===== src/rtl/sd_fifo_b_pkg.sv =====
// sd_fifo_b_pkg: pointer ops plus wrapped-increment and usage math shared by B FIFO head and tail
package sd_fifo_b_pkg;
  typedef enum logic [1:0] {PTR_HOLD, PTR_INC, PTR_LOAD} ptr_op_e;
  function automatic logic [31:0] wrap_inc(input logic [31:0] ptr, input logic [31:0] bound_low, input logic [31:0] bound_high);
    return (ptr == bound_high) ? bound_low : ptr + 32'd1;
  endfunction
  // Difference is taken at usz+1 bits so a negative result always shows in bit usz.
  function automatic logic [31:0] fifo_usage(input logic [31:0] wrptr, input logic [31:0] rdptr, input logic [31:0] bound_low, input logic [31:0] bound_high, input int usz);
    logic [31:0] mask, tmp;
    mask = (32'd1 << (usz + 1)) - 32'd1;
    tmp = (wrptr - rdptr) & mask;
    return tmp[usz] ? ((bound_high - bound_low + 32'd1) - ((rdptr - wrptr) & mask)) & mask : tmp;
  endfunction
endpackage


===== src/rtl/sd_fifo_ptr_b.sv =====
// sd_fifo_ptr_b: bounded pointer register with wrapped increment and load
module sd_fifo_ptr_b import sd_fifo_b_pkg::*; #(
  parameter int asz = 4
) (
  input  logic           clk,
  input  logic           reset,
  input  logic [asz-1:0] bound_low,
  input  logic [asz-1:0] bound_high,
  input  ptr_op_e        op,
  input  logic [asz-1:0] load_val,
  output logic [asz-1:0] ptr
);
  logic [asz-1:0] ptr_p1;
  always_comb ptr_p1 = asz'(wrap_inc(32'(ptr), 32'(bound_low), 32'(bound_high)));
  always_ff @(posedge clk)
    if (reset) ptr <= bound_low;
    else if (op == PTR_INC) ptr <= ptr_p1;
    else if (op == PTR_LOAD) ptr <= load_val;
endmodule


===== src/rtl/sd_fifo_head_b.sv =====
// sd_fifo_head_b: write-side controller of a memory-based FIFO with optional commit/abort
module sd_fifo_head_b import sd_fifo_b_pkg::*; #(
  parameter int width = 8,
  parameter int depth = 16,
  parameter int commit = 0,
  parameter int asz = $clog2(depth),
  parameter int usz = $clog2(depth + 1)
) (
  input  logic             clk,
  input  logic             reset,
  input  logic             enable,
  input  logic [asz-1:0]   bound_low,
  input  logic [asz-1:0]   bound_high,
  input  logic             c_srdy,
  output logic             c_drdy,
  input  logic             c_commit,
  input  logic             c_abort,
  input  logic [width-1:0] c_data,
  input  logic [asz-1:0]   rdptr,
  output logic [asz-1:0]   cur_wrptr,
  output logic [asz-1:0]   com_wrptr,
  output logic             mem_we,
  output logic [asz-1:0]   mem_addr,
  output logic [width-1:0] mem_wr_data,
  output logic [usz:0]     c_usage
);
  logic [asz-1:0] cur_p1, com_reg, com_load;
  logic full, abort;
  ptr_op_e cur_op, com_op;
  always_comb begin
    cur_p1 = asz'(wrap_inc(32'(cur_wrptr), 32'(bound_low), 32'(bound_high)));
    full = cur_p1 == rdptr;
    abort = (commit != 0) && c_abort;
    c_drdy = !reset && enable && !full && !abort;
    mem_we = c_srdy && c_drdy;
    cur_op = abort ? PTR_LOAD : mem_we ? PTR_INC : PTR_HOLD;
    com_op = (commit != 0) && !abort && c_commit ? PTR_LOAD : PTR_HOLD;
    com_load = mem_we ? cur_p1 : cur_wrptr;
  end
  assign mem_addr = cur_wrptr;
  assign mem_wr_data = c_data;
  // Without commit support the committed pointer simply tracks the write pointer.
  assign com_wrptr = (commit != 0) ? com_reg : cur_wrptr;
  assign c_usage = (usz + 1)'(fifo_usage(32'(cur_wrptr), 32'(rdptr), 32'(bound_low), 32'(bound_high), usz));
  sd_fifo_ptr_b #(.asz(asz)) u_cur (
    .clk(clk), .reset(reset), .bound_low(bound_low), .bound_high(bound_high),
    .op(cur_op), .load_val(com_reg), .ptr(cur_wrptr)
  );
  sd_fifo_ptr_b #(.asz(asz)) u_com (
    .clk(clk), .reset(reset), .bound_low(bound_low), .bound_high(bound_high),
    .op(com_op), .load_val(com_load), .ptr(com_reg)
  );
endmodule


===== config.mk =====
export PLATFORM = sky130hd
export DESIGN_NAME = sd_fifo_head_b
export DESIGN_NICKNAME = d
export VERILOG_FILES = /design/src/rtl/sd_fifo_b_pkg.sv /design/src/rtl/sd_fifo_ptr_b.sv /design/src/rtl/sd_fifo_head_b.sv
export SDC_FILE = /design/constraint.sdc
export NUM_CORES = 1
export LEC_CHECK = 0
export ABC_AREA = 1
export BUFFER_PORTS_ARGS = -buffer_cell sky130_fd_sc_hd__buf_2
export CAP_MARGIN = 20
export CELL_PAD_IN_SITES_DETAIL_PLACEMENT = 1
export CELL_PAD_IN_SITES_GLOBAL_PLACEMENT = 1
export CORE_AREA = 2 2 75 77
export DETAILED_ROUTE_END_ITERATION = 12
export DIE_AREA = 0 0 77 79
export GPL_TIMING_DRIVEN = 0
export PLACE_DENSITY = 0.95
export SETUP_SLACK_MARGIN = 0.1
export SLEW_MARGIN = 20
export SYNTH_ARGS = -nofsm -noshare
export SYNTH_HDL_FRONTEND = slang
export SYNTH_HIERARCHICAL = 1
export SYNTH_SLANG_ARGS = --single-unit

===== constraint.sdc =====
create_clock -name clk -period 7.2 [get_ports clk]
set_clock_uncertainty 0.2 [all_clocks]
set_input_delay 0.72 -clock clk [delete_from_list [all_inputs] [get_ports clk]]
set_output_delay 0.72 -clock clk [all_outputs]
set_load 0.05 [all_outputs]

== After elaboration in Yosys (flattened, before gate mapping) ==
Index checks and enable logic that the tools add are counted.

* Word-level logic and storage cells: 24
* Flip-flop bits (word level): 8
* Input bits: 26

* Reduce and logical (&&, ||, !) cells: 6
* Add/sub/neg operators: 6
* Eq/ne operators: 4
* Multiplexer cells: 6

{| class="wikitable"
|+ Operators by type and width
! cell !! count
|-
| $mux 4 || 4
|-
| $sub 4x4->5 || 3
|-
| $eq 4x4->1 || 2
|-
| $add 5x2->6 const B || 1
|-
| $mux 6 || 1
|-
| $sub 6x5->6 || 1
|-
| $add 4x1->4 const B || 1
|-
| $logic_and 1x1->1 || 3
|-
| $reduce_bool 3->1 || 1
|-
| $eq 1x2->1 const B || 1
|-
| $logic_not 1->1 || 2
|-
| $eq 1x1->1 const B || 1
|-
| $mux 1 || 1
|}

== Longest topological paths before layout ==
Gate-level depths: netlist of the first run.

* Word-level depth: 11
* Depth in mapped cells: 20
* Depth with buffers taken out: 20

== Hierarchy ==
The synthesis of the first run kept the hierarchy.

{| class="wikitable"
|+ Modules (own cells, without submodules)
! module !! area an instance (um^2) !! sequential area each (um^2) !! cells each !! instances
|-
| sd_fifo_head_b || 1,238.7 || 0.0 || 187 || 1
|-
| sd_fifo_ptr_b || 435.4 || 120.1 || 68 || 2
|}

== Least setup slack after synthesis of the first run ==
Ideal clock, no wire load.

* Kind: register to output
* From: reg u_cur.ptr[0]
* To: out c_usage[3]
* Slack: 2.468 ns
* Cell stages (with the launch flop): 12
* Buffers on the path: 0
* Data required time: 6.280 ns
* Arrival time: 3.812 ns
* Path through: edfxtp_1 > ha_1 > fa_1 > inv_1 > ha_1 > inv_1 > ha_1 > inv_1 > fa_1 > inv_1 > nor2_1 > o32ai_1

* Cells in the longest elaborated chain, start to end: 3
* Elaborated cells between the ends (all ways): 4
* Those cells by class: add/sub: 3; mux: 1

{| class="wikitable"
|+ Ends and longest elaborated chain
! item !! RTL line !! text
|-
| start: declaration || sd_fifo_ptr_b.sv:11 || <nowiki>output logic [asz-1:0] ptr</nowiki>
|-
| start signal: assignment || sd_fifo_ptr_b.sv:16 || <nowiki>if (reset) ptr <= bound_low;</nowiki>
|-
| start signal: assignment || sd_fifo_ptr_b.sv:17 || <nowiki>else if (op == PTR_INC) ptr <= ptr_p1;</nowiki>
|-
| start signal: assignment || sd_fifo_ptr_b.sv:18 || <nowiki>else if (op == PTR_LOAD) ptr <= load_val;</nowiki>
|-
| $sub 4x4->5 || sd_fifo_b_pkg.sv:12 || <nowiki>return tmp[usz] ? ((bound_high - bound_low + 32'd1) - ((rdptr - wrptr) & mask)) & mask : tmp;</nowiki>
|-
| $sub 6x5->6 || sd_fifo_b_pkg.sv:12 ||
|-
| $mux 6 * || sd_fifo_b_pkg.sv:12 ||
|-
| end: declaration || sd_fifo_head_b.sv:25 || <nowiki>output logic [usz:0] c_usage</nowiki>
|}

Every way passes the cells marked *; elsewhere a longest branch is shown, timed or not.

== Worst setup path after layout of the first run ==
* From: reg u_cur.ptr[0]
* To: out c_usage[5]

The elaborated chain is that of the path after synthesis.

==> key figures, run 1 <==
Worst setup path
  • Kind of critical path: reg -> out
  • CP bufs+invs: 4
  • CP max FO: 15
  • Worst reg2reg endpoint: u_cur/ptr[0]$_DFFE_PP_
  • Worst Setup End Kind: output pin
  • R2r worst-path depth: 16
  • Worst EP arrival: 3.47 ns
  • Crit path cell chain: ha_1 > fa_1 > inv_1 > ha_1 > inv_1 > ha_1 > inv_1 > fa_1 > nor2_1 > o21a_1 > nor2_1 > xnor2_1 > nor2_1 > buf_2
  • Crit-path slowest cell: edfxtp_1
  • Worst endpoint required time: 6.28 ns
  • Largest stage delay, worst path: 0.65 ns
  • Setup crit start kind: flop
  • Flop2flop setup slack: 3.96 ns
  • FF-to-FF Start: u_cur/ptr[1]$_DFFE_PP_
  • CP top delay family: adder cells

Drt
  • Vias per cell: 4.92
  • Initial DRC Count: 69
  • Via count: 2,183
  • Drt pass-1 iters: 4
  • Final WL: 6040 um
  • Drt drc: 0
  • Drt wl/cell: 13.6 um
  • Detail Route Antenna Nets: 0

Clocking
  • Number of buffers inserted by hold repair at cts: 0
  • Number of H-tree levels: 1
  • Max clock buf depth: 2
  • Root buffer cell: clkbuf_8
  • CTS tree: yes
  • Post CTS Setup Buffer Count: 0
  • Clock latency on the worst-skew pair: 0.22 ns
  • Total CTS buffers: 3
  • Clock transition at the registers of the reported paths: 0.04 ns
  • Post-cts resize count: 0
  • CTS sink count: 8

Min path
  • Min-delay src: u_com/ptr[3]$_DFFE_PP_
  • Hold endpoint: u_cur/ptr[3]$_DFFE_PP_
  • Min-Delay Path Depth: 4
  • Hold Path Class: reg -> reg

Layout
  • Proportion of layout cells with a drive suffix above 1: 25.8%
  • Fillers: 768
  • Area Overhead vs Synth: 17.0%
  • ANT cells: 0
  • # nets final: 428
  • Fin area: 2470 sq um

STA
  • Final Hold Vio Count: 0
  • Setup ws final: 2.81 ns
  • Slew @ Worst Pin: 0.685 ns
  • Tmin final: 4.39 ns
  • Final setup TNS: 0 ns
  • Hold WS: 0.537 ns
  • RSZ-0062 raised after global routing: false
  • Setup-failing EPs final: 0
  • Period utilization: 61.0%
  • Max Fclk: 228 MHz
  • Max Transition Viols Final: 0
  • Rel. slew slack: 54.0%

Status
  • Outcome: completed

Die
  • Chip width: 77 um
  • Die height: 79 um
  • Initial Utilization: 39.5%
  • # rows: 27
  • Core Region: 5340 sq um
  • I/O pins: 54
  • DIE AREA: 6080 sq um

Pwr
  • Pwr/cell area: 222 nW/um^2
  • Power, Total: 0.000548 W
  • Leak Pwr: 1.49 nW
  • Peak supply drop: 0.168 mV

Placed design
  • DP Wirelength: 4950 um
  • DP Area: 2430 sq um
  • RD Place Congestion: 0.870
  • Post-placement worst setup slack: 2.87 ns
  • Port bufs: 43

Logic synthesis
  • Flop and latch count out of synthesis: 8
  • Mapped Cells: 323
  • Yosys Warn Count: 6
  • EDFF count, synth: 8
  • Sequential area share after synthesis: 11.4%
  • Top_reg_cell synth: edfxtp_1
  • Share of flip-flops with an asynchronous set or reset: 0%
  • Distinct cells, synth: 31
  • Post-synthesis instance area: 2110 sq um
  • Syn_area_per_cell: 6.53 sq um

Global routing
  • Gr usage total: 20.3%
  • Vias in the first global route: 2,285
  • First-pass GRT wire length: 10,200 um
  • Largest net degree at the start of global routing: 16
  • Antenna violations before repair: 0
  • GRT Residual Overflow: 0

Run
  • Max-cap violations: 0
power breakdown:
group          leakage, nW  switching, W   total, W  internal, W
Clock               0.0216     0.0000164  0.0000525    0.0000361
Sequential          0.0833     0.0000190  0.0000790    0.0000600
Combinational         1.38      0.000284   0.000417     0.000132
Total                 1.49      0.000319   0.000548     0.000229
state kept, by name (all words and copies together) (netlist names):
register / flops
u_com/ptr: 4
u_cur/ptr: 4
per-stage QoR:
step | std cells | util [%]
floorplan | 326 | -
global placement | 441 | 45.5
detailed placement | 441 | 45.5
CTS | 444 | 46.2
global route | 444 | 46.2
finish | 444 | 46.2
worst reg2reg max path: stages, from the launching register on:
cell,delay (ns)
edfxtp_1,0.75
inv_1,0.20
nand2_1,0.10
nand2_1,0.12
nor2_8,0.22
nand2_4,0.12
nand2_1,0.11
nand3_1,0.07
nand2_1,0.07
nor2_2,0.05
nand2_4,0.10
nand3_4,0.10
inv_1,0.14
nand2_1,0.11
nand2_1,0.08
inv_1,0.08
o21ai_0,0.25
final cells by class:
| class | instances | area, sq um | share of cell area [%] |
|---|---|---|---|
| multi-input combinational | 233 | 1500 | 60.9 |
| inverter | 69 | 259 | 10.5 |
| sequential | 8 | 240 | 9.74 |
| timing repair buffer | 43 | 215 | 8.72 |
| buffer | 16 | 120 | 4.87 |
| tap | 72 | 90.1 | 3.65 |
| clock buffer | 3 | 41.3 | 1.67 |
cells by family after synthesis:
| family | after synthesis | share of synthesized area (%) |
|---|---|---|
| AOI/OAI and AO/OA | 28 | 8.60 |
| xor gates and xnor gates | 10 | 4.15 |
| adders and majority gates | 28 | 18.0 |
| buffers and inverters | 85 | 18.0 |
| DFF | 8 | 11.4 |
| other | 1 | 0.178 |
| and+or+nand+nor | 163 | 39.7 |
synth_stat cells, drive strengths merged (2+ instances only):
| cell | instances | area share, % |
|---|---|---|
| a21oi | 9 | 2.1 |
| a22o | 6 | 2.5 |
| buf | 16 | 5.7 |
| edfxtp | 8 | 11 |
| fa | 4 | 3.8 |
| ha | 24 | 14 |
| inv | 69 | 12 |
| nand2 | 97 | 20 |
| nand3 | 36 | 9.6 |
| nand4 | 6 | 1.8 |
| nor2 | 20 | 6.6 |
| nor3 | 2 | 0.47 |
| o21ai | 8 | 1.9 |
| o21bai | 2 | 0.71 |
| xnor2 | 4 | 1.7 |
| xor2 | 6 | 2.5 |
how the worst max path moves through the flow:
stage / startpoint / end / slack (ns) / cells after the start
after CTS: u_cur/ptr[0]$_DFFE_PP_ / c_usage[5] / 2.80 / 14
after global routing: u_cur/ptr[0]$_DFFE_PP_ / c_usage[5] / 2.58 / 14
after detailed placement: bound_high[0] / c_usage[5] / 2.87 / 17
after floorplan: u_cur/ptr[0]$_DFFE_PP_ / c_usage[3] / 2.47 / 11
after global placement: bound_high[0] / c_usage[5] / 2.92 / 17
final: u_cur/ptr[0]$_DFFE_PP_ / c_usage[5] / 2.81 / 14
layout by cell type, fill, tap and decap left out:
master    count
conb_1        4
o21a_1        1
nor3_1        2
nor2_1       13
nand2_4       5
buf_2        43
nor2_2        1
nor2_8        2
o21bai_1      2
xnor2_1       4
buf_4        16
ha_1         24
inv_2         6
nand3b_1      1
a21oi_1       9
a22o_1        6
o31ai_2       1
nor2_4        4
nand3_1      33
nand3_4       1
o21ai_1       2
inv_1        63
nand2_2      12
nand2_1      80
fa_1          4
nand3_2       2
o21ai_0       6
o32ai_1       1
xor2_1        6
edfxtp_1      8
nand4_1       6
nor3b_1       1
clkbuf_8      3
metal layers:
metal | track usage, % | part of all wire (%) | vias up
li1 | - | - | 1098
met1 | 23.0 | 43 | 1044
met2 | 42.0 | 54 | 41
met3 | 1.70 | 2.3 | 0
met4 | 2.14 | 0 | 0
met5 | 0 | 0 | -
Note: power is estimated with default switching activity, not from simulation.
==> inputs of run 2 (changes only) <==
--- a/config.mk
+++ b/config.mk
@@ -10,11 +10,11 @@
 export CAP_MARGIN = 20
 export CELL_PAD_IN_SITES_DETAIL_PLACEMENT = 1
 export CELL_PAD_IN_SITES_GLOBAL_PLACEMENT = 1
-export CORE_AREA = 2 2 75 77
+export CORE_AREA = 2 2 82 84
 export DETAILED_ROUTE_END_ITERATION = 12
-export DIE_AREA = 0 0 77 79
+export DIE_AREA = 0 0 84 86
 export GPL_TIMING_DRIVEN = 0
-export PLACE_DENSITY = 0.95
+export PLACE_DENSITY = 0.89
 export SETUP_SLACK_MARGIN = 0.1
 export SLEW_MARGIN = 20
 export SYNTH_ARGS = -nofsm -noshare
==> constraint.sdc (replaced) <==
create_clock -name clk -period 3.7 [get_ports clk]
set_clock_uncertainty 0.2 [all_clocks]
set_input_delay 0.37 -clock clk [delete_from_list [all_inputs] [get_ports clk]]
set_output_delay 0.37 -clock clk [all_outputs]
set_load 0.05 [all_outputs]
==> run 2 against run 1 <==
  * Critical endpoint unchanged
  * Die area up 19%
  * Via count up 6.1%
  * Non-clock buffer count up 11
  * Combinational power up 140%
  * Final area up 8.4%
  * Routed wire length up 9.2%
  * Count of clock-buffer cells in the layout unchanged
  * Critical path type unchanged
  * Worst setup slack worse by 2.8 ns
  * Highest routed layer is now met4
  * Global-route usage down 1.8 points
==> key figures, run 2 (same netlist as run 1, synthesis figures left out) <==
Die
  • Chip width: 84 um
  • # rows: 29
  • Initial Utilization: 33.6%
  • Core Region: 6280 sq um
  • DIE AREA: 7220 sq um
  • Die height: 86 um
  • I/O pins: 54

Pwr
  • Pwr/cell area: 473 nW/um^2
  • Leak Pwr: 1.56 nW
  • Peak supply drop: 0.330 mV

Global routing
  • Antenna violations before repair: 0
  • Largest net degree at the start of global routing: 13
  • GRT Residual Overflow: 0
  • First-pass GRT wire length: 11,000 um
  • Gr usage total: 18.5%
  • Vias in the first global route: 2,392

Placed design
  • Port bufs: 43
  • DP Wirelength: 5020 um
  • DP Area: 2480 sq um
  • Placed cells: 446
  • RD Place Congestion: 0.847

STA
  • RSZ-0062 raised after global routing: true
  • Setup-failing EPs final: 0
  • Period utilization: 100%
  • Hold WS: 0.436 ns
  • Max Transition Viols Final: 0
  • Slew @ Worst Pin: 0.626 ns
  • Rel. slew slack: 58.3%
  • Tmin final: 3.70 ns
  • Max Fclk: 270 MHz
  • Final Hold Vio Count: 0
  • Final setup TNS: 0 ns

Clocking
  • Max clock buf depth: 2
  • Number of H-tree levels: 1
  • Root buffer cell: clkbuf_8
  • CTS sink count: 8
  • Total CTS buffers: 3
  • Clock transition at the registers of the reported paths: 0.04 ns
  • Number of buffers inserted by hold repair at cts: 0
  • Clock latency on the worst-skew pair: 0.22 ns
  • CTS tree: yes

Worst setup path
  • Worst EP arrival: 3.13 ns
  • Setup crit start kind: flop
  • Flop2flop setup slack: 0.61 ns
  • Crit-path slowest cell: edfxtp_1
  • Crit path cell chain: ha_2 > fa_1 > inv_1 > ha_1 > inv_1 > ha_2 > inv_2 > fa_2 > nor2_4 > o21a_1 > nor2_2 > xnor2_2 > nor2_4 > buf_6
  • CP top delay family: adder cells
  • Worst endpoint required time: 3.13 ns
  • Kind of critical path: reg -> out
  • Largest stage delay, worst path: 0.48 ns
  • CP bufs+invs: 4
  • Worst Setup End Kind: output pin
  • CP max FO: 3

Layout
  • Commonest non-fill, non-tap cell in the layout: nand2_1
  • Proportion of layout cells with a drive suffix above 1: 32.6%
  • Biggest registers after layout: u_com/ptr: 4 flops, u_cur/ptr: 4 flops
  • Fin area: 2670 sq um
  • Layout Cells excl Fill: 460
  • Area Overhead vs Synth: 26.7%
  • Final Util: 42.6%
  • Fillers: 840
  • # nets final: 439
  • Most frequent cells in the layout: 80 x nand2_1, 59 x inv_1, 40 x buf_2
  • ANT cells: 0

Drt
  • Drt wl/cell: 14.3 um
  • Final WL: 6590 um
  • Drt drc: 0
  • Detail Route Antenna Nets: 0
  • Drt pass-1 iters: 4
  • Initial DRC Count: 67
  • Via count: 2,316
  • Vias per cell: 5.03

Min path
  • Hold Path Class: in -> reg

Status
  • Outcome: completed

Run
  • Max-cap violations: 0
## run 2: report_power, final
group	internal, W	switching, W	total, W
Combinational	0.000377	0.000648	0.00102
Clock	0.0000702	0.0000309	0.000101
Sequential	0.000117	0.0000232	0.000140
Total	0.000564	0.000702	0.00127
## run 2: metal layers
layer | up-vias | part of all wire [%] | GRT usage [%]
met5 | - | 0 | 0
met4 | 0 | 1.7 | 4.11
met3 | 14 | 5.6 | 2.79
met2 | 76 | 52 | 36.4
met1 | 1105 | 41 | 20.8
li1 | 1121 | - | -
## run 2: worst reg2reg max path: stages (launching register included)
cell and delay, ns:
edfxtp_1 0.51, buf_6 0.18, buf_4 0.12, nand2_1 0.06, nand2_1 0.13, nor2_8 0.22, nand2_4 0.11, nand2_1 0.12
nand3_1 0.08, nand2_1 0.08, nor2_2 0.05, nand2_4 0.09, nand3_4 0.09, inv_1 0.15, nand2_1 0.11, nand2_1 0.07
inv_1 0.09, o21ai_0 0.25
## run 2: worst paths after layout
path,to,start,cells after the start
min reg2reg,u_cur/ptr[3]$_DFFE_PP_,u_com/ptr[3]$_DFFE_PP_,4
min,u_cur/ptr[3]$_DFFE_PP_,bound_low[3],5
max reg2reg,u_cur/ptr[2]$_DFFE_PP_,u_cur/ptr[1]$_DFFE_PP_,17
max,c_usage[5],u_cur/ptr[0]$_DFFE_PP_,14
## run 2: repair_timing
item                                    CTS  global route
endpoints found under the setup margin    6             3
pin swaps                                 3             7
buffers inserted                          7             4
gates resized for setup                   5            16
## run 2: through the flow
stage | setup slack [ns] | power (W)
finish | 0.000576 | 0.00127
floorplan | -0.0711 | 0.000844
CTS | -0.0269 | 0.00118
detailed placement | -0.141 | 0.00103
global route | -0.157 | 0.00137
global placement | -0.0659 | 0.000988
## run 2: cell type report
class	count	area, sq um	share of cell area (%)
buffer	16	120	4.49
multi-input combinational	233	1590	59.6
sequential	8	240	8.98
inverter	69	259	9.69
clock buffer	3	41.3	1.54
timing repair buffer	54	324	12.1
tap	77	96.3	3.60
